**src/rtl/req_sync_arbiter.sv**
```systemverilog
// req_sync_arbiter: round-robin arbiter for NUM_REQ asynchronous four-phase
//   requesters sharing one resource. Every request passes through a private
//   SYNC_STAGES-deep synchronizer before the FSM (IDLE -> GRANT -> WAIT_REQ_LOW) sees it.
// Latency: grant/ack rise SYNC_STAGES edges after a request is first captured;
//   ack falls SYNC_STAGES+1 edges after the request falls (synchronizer plus FSM edge).
// Backpressure: a requester holds req until ack; the owner releases the grant with a
//   one-cycle done pulse; the next grant waits until the owner's request has gone low.
// Ports:
//   clk          single clock
//   reset        synchronous active-high reset
//   req_async    per-requester request, asynchronous to clk
//   ack          per-requester acknowledge (registered)
//   grant        one-hot ownership (registered); grant_valid = OR(grant)
//   grant_id     index of the current/last owner, held while grant_valid is low
//   done         one-cycle release pulse from the owner, used only in GRANT
//   timeout      one-cycle pulse on a forced release
// Optional: define ARB_TIMEOUT_EN to build a grant watchdog that force-releases the
//   grant after TIMEOUT_CYCLES GRANT cycles without done. Without it timeout is 0.
module req_sync_arbiter #(
  parameter int NUM_REQ        = 4,
  parameter int SYNC_STAGES    = 2,
  parameter int TIMEOUT_CYCLES = 1024
) (
  input  logic                       clk,
  input  logic                       reset,
  input  logic [NUM_REQ-1:0]         req_async,
  output logic [NUM_REQ-1:0]         ack,
  output logic [NUM_REQ-1:0]         grant,
  output logic                       grant_valid,
  output logic [$clog2(NUM_REQ)-1:0] grant_id,
  input  logic                       done,
  output logic                       timeout
);

  localparam int IDW = $clog2(NUM_REQ);

  typedef enum logic [1:0] {
    IDLE,
    GRANT,
    WAIT_REQ_LOW
  } state_t;

  state_t           state;
  logic [IDW-1:0]   last_winner;
  logic [NUM_REQ-1:0] req_s;
  logic [IDW-1:0]   pick_idx;
  logic [NUM_REQ-1:0] pick_oh;

  // Private synchronizer per requester; only the last stage is ever used.
  for (genvar i = 0; i < NUM_REQ; i++) begin : g_sync
    logic [SYNC_STAGES-1:0] chain;
    always_ff @(posedge clk) begin
      if (reset) begin
        chain <= '0;
      end else begin
        chain <= {chain[SYNC_STAGES-2:0], req_async[i]};
      end
    end
    assign req_s[i] = chain[SYNC_STAGES-1];
  end

  // Round-robin search starting at last+1. Walking the offsets from the far end
  // down to 1 lets the nearest requesting index overwrite the others.
  function automatic logic [IDW-1:0] rr_pick(input logic [NUM_REQ-1:0] r,
                                             input logic [IDW-1:0]     last);
    logic [IDW-1:0] w;
    int             idx;
    w   = '0;
    idx = 0;
    for (int k = NUM_REQ; k >= 1; k--) begin
      idx = (int'(last) + k) % NUM_REQ;
      if (r[IDW'(idx)]) w = IDW'(idx);
    end
    return w;
  endfunction

  assign pick_idx    = rr_pick(req_s, last_winner);
  assign pick_oh     = {{(NUM_REQ-1){1'b0}}, 1'b1} << pick_idx;
  assign grant_valid = |grant;

`ifdef ARB_TIMEOUT_EN
  localparam int CW = $clog2(TIMEOUT_CYCLES + 1);
  logic [CW-1:0] to_cnt;
`else
  logic unused_cfg;
  assign unused_cfg = (TIMEOUT_CYCLES != 0);
  assign timeout    = 1'b0;
`endif

  always_ff @(posedge clk) begin
    if (reset) begin
      state       <= IDLE;
      ack         <= '0;
      grant       <= '0;
      grant_id    <= '0;
      last_winner <= IDW'(NUM_REQ - 1);
`ifdef ARB_TIMEOUT_EN
      to_cnt      <= '0;
      timeout     <= 1'b0;
`endif
    end else begin
`ifdef ARB_TIMEOUT_EN
      timeout <= 1'b0;
`endif
      case (state)
        IDLE: begin
          if (|req_s) begin
            grant       <= pick_oh;
            ack         <= pick_oh;
            grant_id    <= pick_idx;
            last_winner <= pick_idx;
            state       <= GRANT;
`ifdef ARB_TIMEOUT_EN
            to_cnt      <= '0;
`endif
          end
        end
        GRANT: begin
          // The owner's request level is deliberately not looked at here: a
          // request that drops early still keeps the grant until released.
          if (done) begin
            grant <= '0;
            state <= WAIT_REQ_LOW;
`ifdef ARB_TIMEOUT_EN
          end else if (to_cnt == CW'(TIMEOUT_CYCLES - 1)) begin
            grant   <= '0;
            timeout <= 1'b1;
            state   <= WAIT_REQ_LOW;
          end else begin
            to_cnt <= to_cnt + CW'(1);
`endif
          end
        end
        WAIT_REQ_LOW: begin
          if (!req_s[grant_id]) begin
            ack   <= '0;
            state <= IDLE;
          end
        end
        default: state <= IDLE;
      endcase
    end
  end

endmodule
```
**config.mk**
```make
export PLATFORM = sky130hd
export DESIGN_NAME = req_sync_arbiter
export DESIGN_NICKNAME = d
export VERILOG_FILES = /design/src/rtl/req_sync_arbiter.sv
export SDC_FILE = /design/constraint.sdc
export NUM_CORES = 1
export LEC_CHECK = 0
export ABC_AREA = 1
export CORE_ASPECT_RATIO = 0.8
export CORE_UTILIZATION = 54
export DETAILED_ROUTE_END_ITERATION = 10
export HOLD_SLACK_MARGIN = 0.15
export PLACE_DENSITY_LB_ADDON = 0.3
export SETUP_SLACK_MARGIN = 0.2
export SYNTH_ARGS = -nofsm -noshare
export SYNTH_HDL_FRONTEND = slang
export SYNTH_SLANG_ARGS = --single-unit
export TNS_END_PERCENT = 5
```
**constraint.sdc**
```tcl
create_clock -name clk -period 3.05 [get_ports clk]
set_clock_uncertainty 0.15 [all_clocks]
set_input_delay 0.915 -clock clk [delete_from_list [all_inputs] [get_ports clk]]
set_output_delay 0.915 -clock clk [all_outputs]
set_load 0.005 [all_outputs]
```
======== Word-level counts from Yosys, hierarchy flattened ========
Index checks and enable logic that the tools add are counted.
storage, ports and cells
  register bits ........................... 22
  input bits .............................. 7
  output and inout port bits .............. 12
  word-level logic and storage cells ...... 60
operators by class
  $add $sub $neg .......................... 4
  order comparisons ....................... 5
  equal/unequal tests ..................... 5
  shifts and indexed selects .............. 1
  mux-type cells .......................... 27
  reductions and logical operators ........ 9
operators by type and width
  kind                                                  count
  < comparator 2 x 4 -> 1 bit (second input constant)   4
  case mux 4 bit (2 select lines)                       2
  two-way mux 2 bit                                     7
  two-way mux 4 bit                                     3
  binary-select mux 1 bit (select 2 bit)                5
  two-way mux 1 bit                                     9
  AND reduction 3 bit                                   3
  OR reduction 4 bit                                    2
  inequality test 2 bit (second input constant)         3
  case mux 2 bit (3 select lines)                       1
  adder 2 x 1 -> 2 bit (second input constant)          2
  adder 2 bit (second input constant)                   2
  nonzero test 2 bit                                    2
  left shift 1 x 2 -> 4 bit (first input constant)      1
  < comparator 2 x 3 -> 1 bit (second input constant)   1
  equality test 2 x 1 -> 1 bit (second input constant)  1
  equality test 2 bit (second input constant)           1
  zero test 2 bit                                       1
  AND reduction 2 bit                                   1

======== Longest topological paths before layout ========
  word-level depth ........................ 11
  mapped depth ............................ 14
  gate-level depth less buffers ........... 13

======== Worst setup path before layout ========
No wires, ideal clock.
  path type ............................... flip-flop to output port
  start point ............................. register grant[3]
  end point ............................... output port grant_valid
  data arrival time ....................... 0.834 ns
  data required time ...................... 1.985 ns
  path slack .............................. 1.151 ns
  stages on the path, launching flop included .. 2
  path buffers ............................ 0
  cell sequence ........................... dfxtp_1 or4_1
on the way
  longest elaborated chain between the ends .. 1
ends and longest elaborated chain
  what                    line  text
  start, declared         28    output logic [NUM_REQ-1:0] grant,
  start signal, assigned  108   grant <= pick_oh;
  OR reduction 4 bit      79    assign grant_valid = |grant;
  end, declared           29    output logic grant_valid,
No other way between the ends.

======== Worst setup path in the final report ========
Same ends and word-level chain as after synthesis.

==> flow_summary.toml <==
[flow_run]
drv_cap = 0

[route]
drc = 0
viasPerCell = 5.14
routed_wl_um = 2360
drt_first_pass_iters = 4
ant_nets = 0
wl_per_cell_um = 12.5
num_vias = 972
drt-initial-drc-count = 32

[logic_synthesis]
seq_area_frac_synth_pct = 41.4
syn_area_um2 = 1060
ys_ff_latch = 22
yosys_warnings = 0
synth.avg_cell_area_um2 = 7.15
synth.top_cell.area_share_pct = 41.4
yosys-top-cells-area = "dfxtp_1, nand2_1, inv_1, nand2_2, nor2_1"
syn_inst = 149
synth_top_cell_by_area = "dfxtp_1"
syn-num-nets = 156
synth.distinct_cells = 25

[finish]
areaGrowthSynthToFinish_pct = 21.7
insertedDiodeCount = 0
fin_cells = 189
mostFrequentLayoutCells = "nand2_1, inv_1, dfxtp_1, clkdlybuf4s50_1, nor2_1"
fin_nets = 175
drive_gt1_share_pct = 16.2
final_util_pct = 74.5
final_common_cell = "nand2_1"

[clocking]
cts_setup_buffers = 0
clk_pin_slew_ns = 0.12
clock_latency_ns = 0.31
cts_buffer_depth = 2
numCtsBuffers = 3
cts_root_buffer = "clkbuf_4"
cts_tree = "built"
cts.hold.buffers_added = 0
h-tree-depth = 1
cts-resized-gates = 0
cts.sinks = 22

[floorplanning]
num_rows = 13
start_util_pct = 61.2
coreArea_um2 = 1740
die_w_um = 51.6
ios = 19
die_area_um2 = 2150
die_h_um = 41.7

[worst_setup_path]
arrival_ns = 1.66
critPathMaxStageDelay_ns = 0.54
critPathKind = "flip-flop to primary output"
crit_path_max_fanout = 3
cp.required_ns = 1.98
crit_family = "simple AND/OR/NAND/NOR gates"
slowest_stage = "or4_1"
cp-end-kind = "primary output"
crit_buf_inv = 1
crit_chain = "or4_1 -> clkdlybuf4s50_1"
critPathLaunchType = "flip-flop"

[global_route]
grt_pass1_wl_um = 3910
grt_max_degree = 14
antenna_found_initial = 0
grt_pass1_vias = 904
grt.overflow.total = 0
grt_usage_pct = 24.3

[power]
vdd_drop_max_mv = 0.434
p_leak_nw = 0.612
power_uw = 747
power_density_nw_per_um2 = 576

[sta]
timing.hold.ws_ns = 0.271
min_period_over_period_pct = 89.4
hold_violations = 0
finalSetupViolCount = 0
layout_min_cycle_time_ns = 2.73
grt_setup_unrepaired = "no"
fin_tns_setup_ns = 0
max_freq_ghz = 0.367
slew_violations = 0

[placement]
dp_cells = 185
dp_hpwl_um = 1670
io_buffers = 17
gp_congestion = 0.835

[run_status]
outcome = "complete, no violations"

[hold_path]
hp-class = "flip-flop to flip-flop"
## report_power, final
part           total (mW)  switching [mW]  internal (mW)
Sequential          0.330          0.0209          0.309
Clock               0.223          0.0898          0.133
Combinational       0.194           0.113         0.0811
Total               0.747           0.224          0.523
## metrics by stage
stage          instance area (um^2)  setup WS [ns]
2_1_floorplan                  1060           1.15
3_3_place_gp                   1240          0.735
3_5_place_dp                   1240          0.726
4_1_cts                        1300          0.339
5_1_grt                        1300          0.314
6_report                       1300          0.325
## worst paths after layout
check | startpoint | end | slack [ns] | cells after the start
worst max-delay path | grant[3] | grant_valid | 0.32 | 2
worst max register to register | last_winner[0] | grant[2] | 1.25 | 12
worst min register to register | g_sync[0].chain[0] | g_sync[0].chain[1] | 0.27 | 2
worst min-delay path | g_sync[0].chain[0] | g_sync[0].chain[1] | 0.27 | 2
## area by class of cell
| class | count | area, um^2 |
|---|---|---|
| clock inverter | 1 | 30.0 |
| timing repair buffer | 18 | 178 |
| inverter | 25 | 101 |
| fill | 133 | 444 |
| sequential | 22 | 440 |
| tap | 22 | 27.5 |
| clock buffer | 3 | 22.5 |
| multi-input combinational | 98 | 497 |
## Yosys cell counts, drive strengths merged
library cell   n
conb           1
o21ai          2
nand4          3
nand2         50
a21oi         13
and2           1
dfxtp         22
nand3          6
o21a           1
o211ai         3
nor2          16
or4            1
clkbuf         2
nor3           1
inv           25
buf            2
## registers in the layout, indices dropped and copies added (netlist names)
name	cells
state	2
ack	4
g_sync.chain	8
last_winner	2
grant_id	2
grant	4
## kinds of logic after synthesis
logic type             share of synthesized area, %
buffers and inverters                          12.0
AOI/OAI and AO/OA                              10.6
DFF                                            41.4
and+or+nand+nor                                35.7
other                                         0.352
## worst min-delay path: cells and delay by family (launching register included)
kind	cells	cell delay (ns)
flops	1	0.32
simple gates	1	0.03
buf+inv	1	0.05
## metal layers
metal	vias to the layer above	track usage, %	part of all wire, %
li1	495	-	-
met1	446	29.3	45
met2	25	42.3	50
met3	6	2.56	3.0
met4	0	11.9	2.5
met5	-	0	0
Power figures use the tool's default switching activity.
